**config.mk**
```make
export PLATFORM = sky130hd
export DESIGN_NAME = mac_result_buf
export DESIGN_NICKNAME = d
export VERILOG_FILES = /design/src/rtl/mac_result_buf.sv
export SDC_FILE = /design/constraint.sdc
export NUM_CORES = 1
export LEC_CHECK = 0
export CELL_PAD_IN_SITES_DETAIL_PLACEMENT = 1
export CELL_PAD_IN_SITES_GLOBAL_PLACEMENT = 1
export CORE_ASPECT_RATIO = 1.5
export CORE_MARGIN = 8
export CORE_UTILIZATION = 35
export CTS_CLUSTER_DIAMETER = 120
export DETAILED_ROUTE_END_ITERATION = 6
export PLACE_DENSITY_LB_ADDON = 0.1
export REMOVE_ABC_BUFFERS = 1
export SLEW_MARGIN = 15
export SYNTH_ARGS = -nofsm -noshare
export SYNTH_HDL_FRONTEND = slang
export SYNTH_SLANG_ARGS = --single-unit
export TNS_END_PERCENT = 10
```
**constraint.sdc**
```tcl
create_clock -name clk -period 2.8 [get_ports clk]
set_input_delay 0.28 -clock clk [delete_from_list [all_inputs] [get_ports clk]]
set_output_delay 0.28 -clock clk [all_outputs]
set_load 0.01 [all_outputs]
```
**src/rtl/mac_result_buf.sv**
```systemverilog
// rtl/mac_result_buf.sv - result FIFO between a systolic MAC array and its consumer, with frame tagging
module mac_result_buf #(
  parameter int W     = 8,
  parameter int N     = 2,
  parameter int DEPTH = 4
) (
  input  logic                       clk,
  input  logic                       rst_n,
  input  logic                       ena,
  input  logic                       clr_i,
  input  logic                       result_v_i,
  input  logic [W-1:0]               result_i,
  output logic                       out_v_o,
  output logic [W-1:0]               out_data_o,
  output logic                       out_last_o,
  input  logic                       out_rdy_i,
  output logic [$clog2(DEPTH):0]     level_o,
  output logic                       frame_done_o,
  output logic                       overflow_o
);

  localparam int AW = $clog2(DEPTH);
  localparam int FN = N * N;
  localparam int CW = (FN > 1) ? $clog2(FN) : 1;
  localparam logic [AW:0]   LVL_FULL = (AW+1)'(DEPTH);
  localparam logic [CW-1:0] CNT_LAST = CW'(FN - 1);

  // Entry storage: bit W is the frame-last tag, bits W-1:0 the result.
  logic [W:0]      mem [DEPTH];

  logic [AW-1:0]   wr_ptr_q, wr_ptr_d;
  logic [AW-1:0]   rd_ptr_q, rd_ptr_d;
  logic [AW:0]     level_q, level_d;
  logic [CW-1:0]   cnt_q, cnt_d;
  logic            frame_done_q, frame_done_d;
  logic            overflow_q, overflow_d;

  logic            push_try;
  logic            push_ok;
  logic            push_drop;
  logic            pop;
  logic            cnt_last;
  logic            not_empty;
  logic            mem_we;

  assign not_empty = (level_q != '0);
  assign cnt_last  = (cnt_q == CNT_LAST);

  // Next-state for pointers, occupancy, frame counter and flags; clear overrides everything.
  always_comb begin
    push_try     = ena && result_v_i;
    pop          = ena && not_empty && out_rdy_i;
    // A full FIFO still takes a push when the head leaves in the same cycle.
    push_ok      = push_try && ((level_q != LVL_FULL) || pop);
    push_drop    = push_try && !push_ok;
    mem_we       = push_ok && !clr_i;

    wr_ptr_d     = wr_ptr_q;
    rd_ptr_d     = rd_ptr_q;
    level_d      = level_q;
    cnt_d        = cnt_q;
    frame_done_d = 1'b0;
    overflow_d   = overflow_q;

    if (push_ok) begin
      wr_ptr_d = wr_ptr_q + AW'(1);
    end
    if (pop) begin
      rd_ptr_d = rd_ptr_q + AW'(1);
    end

    case ({push_ok, pop})
      2'b10:   level_d = level_q + (AW+1)'(1);
      2'b01:   level_d = level_q - (AW+1)'(1);
      default: level_d = level_q;
    endcase

    // Dropped results still advance the counter so later frames stay aligned.
    if (push_try) begin
      cnt_d        = cnt_last ? '0 : cnt_q + CW'(1);
      frame_done_d = cnt_last;
    end

    if (push_drop) begin
      overflow_d = 1'b1;
    end

    if (clr_i) begin
      wr_ptr_d     = '0;
      rd_ptr_d     = '0;
      level_d      = '0;
      cnt_d        = '0;
      frame_done_d = 1'b0;
      overflow_d   = 1'b0;
    end
  end

  // Control state registers with synchronous active-low reset.
  always_ff @(posedge clk) begin
    if (!rst_n) begin
      wr_ptr_q     <= '0;
      rd_ptr_q     <= '0;
      level_q      <= '0;
      cnt_q        <= '0;
      frame_done_q <= 1'b0;
      overflow_q   <= 1'b0;
    end else begin
      wr_ptr_q     <= wr_ptr_d;
      rd_ptr_q     <= rd_ptr_d;
      level_q      <= level_d;
      cnt_q        <= cnt_d;
      frame_done_q <= frame_done_d;
      overflow_q   <= overflow_d;
    end
  end

  // Entry write; data storage is deliberately left unreset.
  always_ff @(posedge clk) begin
    if (mem_we) begin
      mem[wr_ptr_q] <= {cnt_last, result_i};
    end
  end

  assign out_v_o      = not_empty;
  assign out_data_o   = mem[rd_ptr_q][W-1:0];
  assign out_last_o   = not_empty && mem[rd_ptr_q][W];
  assign level_o      = level_q;
  assign frame_done_o = frame_done_q;
  assign overflow_o   = overflow_q;

endmodule

```
==> results of run 1 <==
-- per-layer routing --
| metal | wire (µm) | vias to the layer above |
|---|---|---|
| li1 | - | 512 |
| met3 | 165 | 6 |
| met4 | 66 | 0 |
| met5 | 0 | - |
| met1 | 1470 | 525 |
| met2 | 2040 | 23 |
-- through the flow --
step                setup WS, ns  utilization (%)  power [W]  cell area [µm²]
CTS                        0.452             44.0    0.00127             2400
floorplan                  0.662                -   0.000831             1940
global route               0.342             44.0    0.00130             2400
detailed placement         0.183             42.5   0.000875             2310
global placement           0.279             42.5   0.000872             2310
finish                     0.497             44.0    0.00125             2400
-- logic make-up after synthesis --
family          Yosys count  synth area share [%]
fa+ha+maj                 7                  4.85
xor+xnor                  2                 0.894
buf+inv                  10                  2.36
mux                      10                  10.9
simple gates             28                  8.30
flops                    49                  68.5
compound gates           14                  4.28
-- flip-flops by register name, summed over array words and instances (netlist names), named ones only --
| name | flops |
|---|---|
| cnt_q | 2 |
| frame_done_o | 1 |
| level_o | 3 |
| mem | 36 |
| overflow_o | 1 |
| rd_ptr_q | 2 |
| wr_ptr_q | 2 |
-- final cells by class --
| cell class | count | share of cell area (%) |
|---|---|---|
| Sequential cell | 49 | 55.9 |
| Timing Repair Buffer | 29 | 12.0 |
| Inverter | 7 | 1.10 |
| Tap cell | 70 | 3.65 |
| Clock inverter | 1 | 0.313 |
| Clock buffer | 7 | 3.18 |
| Multi-Input combinational cell | 61 | 23.8 |
-- layout by cell type, fill, tap and decap left out --
cell type / synthesis / routed
o21ai_0: 4 / 4
clkinvlp_4: 0 / 1
buf_4: 0 / 1
and2_1: 5 / 5
fa_1: 1 / 1
o211ai_1: 1 / 1
nor3_1: 1 / 1
nand2_1: 6 / 6
dfxtp_1: 13 / 13
and3_1: 1 / 1
nor2b_1: 1 / 1
inv_1: 7 / 7
o311ai_2: 1 / 1
nor4b_4: 1 / 1
nor2_1: 6 / 6
mux4_2: 9 / 9
and2_0: 1 / 1
or3_1: 3 / 3
clkdlybuf4s50_1: 0 / 28
clkbuf_1: 1 / 2
xor2_1: 2 / 2
a21oi_1: 8 / 8
ha_1: 6 / 6
nand2b_1: 2 / 2
edfxtp_1: 36 / 36
mux2i_1: 1 / 1
or3_2: 1 / 1
clkbuf_8: 0 / 5
-- power by group through the flow --
stage | registers (W) | clock network [W] | logic, W
after floorplan | 0.000804 | 0 | 0.0000262
after global placement | 0.000804 | 0 | 0.0000684
after detailed placement | 0.000805 | 0 | 0.0000706
after CTS | 0.000788 | 0.000409 | 0.0000711
after global routing | 0.000788 | 0.000440 | 0.0000760
final | 0.000787 | 0.000396 | 0.0000690
-- tightest hold or removal path, cell delays in order (launching register included) --
cell	delay (ns)
dfxtp_1	0.33
a21oi_1	0.04
nor2_1	0.07
-- path summary, 6_finish.rpt --
path              start          to  slack (ns)  cells past startpoint
max            register  out_last_o        0.50                      4
min          overflow_o  overflow_o        0.48                      2
max reg2reg  level_o[0]  level_o[2]        0.51                      8
min reg2reg  overflow_o  overflow_o        0.48                      2
==> results.cfg, run 1 <==
[timing]
rsz0062_at_grt = false
finalCritPeriodShare_pct = 82.3
worstMarginPinSlew_ns = 0.501
max_freq_mhz = 434
hold_viol = 0
finalSetupViolCount = 0
slew_violations = 0
worst_clock_skew_ns = 0.00746
whs_ns = 0.480
maxSlewHeadroom_pct = 66.6
finalSetupTns_ns = 0
min_period_ns = 2.30

[synthesis]
yosys.area.top_type = edfxtp_1
synth.most_common_cell = edfxtp_1
synthTopCellsByArea = edfxtp_1, dfxtp_1, mux4_2
ys_seq_area_share_pct = 68.5
synth_top_area_share_pct = 55.2
synthTopCellsByCount = edfxtp_1, dfxtp_1, mux4_2
synth_warnings = 0
synthCells = 120
synthFlopType = edfxtp_1
ys_seq_elements = 49
syn_avg_cell_area_um2 = 16.3
syn-cell-area_mm2 = 0.00196
synthArstFlopShare_pct = 0
synth_edf_count = 36
synth.distinct_cells = 26

[cells_and_area]
synthToLayoutAreaGrowth_pct = 22.4
filler_cell_count = 572
n_antenna_cell = 0
seq_area_mm2 = 0.00134
drive_gt1_share_pct = 12.3
stdcell_count = 224
fin_nets = 174
multiInputGateArea_um2 = 572

[pwr]
p_per_area_mw_per_mm2 = 522
vdd_drop_max_v = 0.000247
pwr-share-comb_pct = 5.5
p_sw_w = 0.000254
sw_frac_of_total_pct = 20.3
p_clk_share_pct = 31.6
leakagePower_nw = 0.757
pwr-share-seq_pct = 62.9
internal_power_w = 0.000998

[placement]
port_buffers = 28
dp_hpwl_mm = 2.73
gp_congestion = 0.716
dp.cells = 216

[global_routing]
grt_pass1_wl_mm = 6.18
grt_pass1_vias = 1243
antenna_found_initial = 0
met2_usage_pct = 18.4
grt_use_total_pct = 9.63
use_met1_pct = 9.05
overflow = 0
grt_most_used_layer = met2
grt_max_degree = 15
use_met3_pct = 3.01

[routing]
via_per_inst = 4.76
dr_total_vias = 1066
drt_wl_total_mm = 3.74
ant_nets = 0
wl_per_cell_um = 16.7
drc = 0
drt_iter0_drc = 54
first_pass_iters = 3

[clocking]
postCtsSetupBuffers = 0
cts_tree = yes
clockBufferDepth = 2
cts_resized = 0
cts_made_buffers = 5
path_clk_slew_ns = 0.09
ctsHtreeMaxLevel = 2
holdBufCountCts = 0
root_buffer = clkbuf_8
clkSinkCount = 49
worstSkewPairLatency_ns = 0.29

[die]
coreArea_mm2 = 0.00545
die_x_um = 77.1
io_pins = 29
die_h_um = 108
start_util_pct = 36.0
dieArea_mm2 = 0.00830
rows = 33

[critical_path]
worstPathArrival_ns = 2.02
cp_data_required_time_ns = 2.52
path_cells = buf_4, mux4_2, and2_1, clkdlybuf4s50_1
critPathBufInv = 2
cp_slowest_cell = mux4_2
worstPathMaxFanout = 9
cpLargestDelayFamily = buffers and inverters
criticalPathCategory = reg2out
worstSetupStartpointType = register
slowest_delay_ns = 0.53
endpoint_kind = output pin

[job]
max_cap_violations = 0

[status]
status = finished clean

[hold_path]
hold_path.class = reg2reg
Note: power is estimated with default switching activity, not from simulation.
==> run 2: changes to the inputs <==
clock period = 2.2 ns   (was 2.8 ns; I/O delays follow)
==> run 2 against run 1 <==
  * Clock power is 91% higher
  * Clock skew is 0.0034 ns lower
  * Die area is the same
  * Final cell count up 5.8%
  * First-iteration DRC count down 9.3%
  * Wire length grew 1.1%
  * Non-clock buffer count increased by 13
  * Design area up 9.4%
  * Total power rose by 48%
==> results.cfg, run 2 (synthesis results as in run 1) <==
[status]
status = finished clean

[cells_and_area]
synthToLayoutAreaGrowth_pct = 34.0
n_antenna_cell = 0
largest-register = mem
final_cell_mix = edfxtp_1, clkdlybuf4s50_1, buf_4
drive_gt1_share_pct = 24.6
fin_nets = 187
layout_commonest_cell = edfxtp_1
largest_reg_flops = 36
fin_area_mm2 = 0.00263
stdcell_count = 237

[critical_path]
cp_data_required_time_ns = 2.42
slowest_delay_ns = 0.38
criticalPathCategory = reg2reg
cp_slowest_cell = dfxtp_4
worstPathArrival_ns = 2.31
worstPathMaxFanout = 6
worstSetupStartpointType = register
path_cells = nor4b_4, nand2b_4, ha_2, inv_1, fa_2, xor2_1, or3_1, a21oi_1
endpoint_kind = register

[placement]
port_buffers = 28
preCtsSetupSlack_ns = -0.221
place_area_mm2 = 0.00246
dp_hpwl_mm = 2.92
dp.cells = 229
gp_congestion = 0.704

[timing]
worst_clock_skew_ns = 0.00404
finalCritPeriodShare_pct = 95.1
min_period_ns = 2.09
slew_violations = 0
worstMarginPinSlew_ns = 0.440
finalSetupViolCount = 0
worst_slack_ns = 0.108
max_freq_mhz = 478
hold_viol = 0
rsz0062_at_grt = false
maxSlewHeadroom_pct = 70.7

[pwr]
p_per_area_mw_per_mm2 = 707
internal_power_w = 0.00151
p_sw_w = 0.000348
sw_frac_of_total_pct = 18.7
leakagePower_nw = 0.897
vdd_drop_max_v = 0.000491
finalPower_w = 0.00186
pwr-share-seq_pct = 53.9
pwr-share-comb_pct = 5.3
p_clk_share_pct = 40.8

[routing]
dr_total_vias = 1130
drt_iter0_drc = 49
first_pass_iters = 4
ant_nets = 0
drc = 0
wl_per_cell_um = 15.9
via_per_inst = 4.77
drt_wl_total_mm = 3.78

[die]
dieArea_mm2 = 0.00830
start_util_pct = 36.0
die_h_um = 108
io_pins = 29
coreArea_mm2 = 0.00545
die_x_um = 77.1
rows = 33

[clocking]
holdBufCountCts = 0
path_clk_slew_ns = 0.09
worstSkewPairLatency_ns = 0.30
cts_tree = yes
postCtsSetupBuffers = 0
root_buffer = clkbuf_8
cts_made_buffers = 5
clkSinkCount = 49
clockBufferDepth = 2
ctsHtreeMaxLevel = 2

[global_routing]
antenna_found_initial = 0
grt_pass1_vias = 1332
overflow = 0
grt_use_total_pct = 10.1
grt_pass1_wl_mm = 6.45
grt_max_degree = 17

[job]
max_cap_violations = 0

[hold_path]
hold_path.class = in2reg
-- run 2: through the flow --
stage	setup TNS, ns	hold WS [ns]	util, %
finish	0	0.469	48.2
floorplan	0	0.319	-
global placement	-0.121	0.448	45.2
global route	0	0.506	48.2
detailed placement	-0.221	0.474	45.2
CTS	0	0.490	47.8
-- run 2: layout make-up --
type                       count  area (µm²)
inverter                       7        26.3
clock buffer                   5        68.8
multi-input combinational     61         584
clock inverter                 3        68.8
tap                           70        87.6
timing repair buffer          42         440
fill                         565        2830
sequential                    49        1350
-- run 2: timing repair --
| action | 4_1_cts | 5_1_grt |
|---|---|---|
| endpoints found under the hold margin | 0 | 0 |
| setup endpoints to repair | 7 | 2 |
| resized for setup | 2 | 8 |
| pin swaps | 0 | 1 |
-- run 2: final timing paths --
check | startpoint | slack, ns | depth (start not counted) | endpoint
max | level_o[1] | 0.11 | 8 | level_o[2]
min | out_rdy_i | 0.47 | 4 | wr_ptr_q[1]
max reg2reg | level_o[1] | 0.11 | 8 | level_o[2]
min reg2reg | overflow_o | 0.49 | 2 | overflow_o
-- run 2: per-layer routing --
layer	GRT usage, %	routed length (µm)
met5	0	0
met4	5.28	81
met3	2.68	156
met2	20.4	2160
met1	8.76	1380
-- run 2: power groups by stage --
stage / registers (W) / logic [W] / clock network (W)
4_1_cts: 0.00100 / 0.0000999 / 0.000781
3_3_place_gp: 0.00102 / 0.0000962 / 0
6_report: 0.00100 / 0.0000982 / 0.000758
5_1_grt: 0.00100 / 0.000109 / 0.000813
3_5_place_dp: 0.00102 / 0.0000992 / 0
2_1_floorplan: 0.00102 / 0.0000334 / 0
-- run 2: critical path, delay by kind of cell, from the launching register on --
kind	cells	cell delay, ns
flops	1	0.38
compound gates	1	0.16
xor+xnor	1	0.15
buf+inv	1	0.05
fa+ha+maj	2	0.50
simple gates	3	0.77
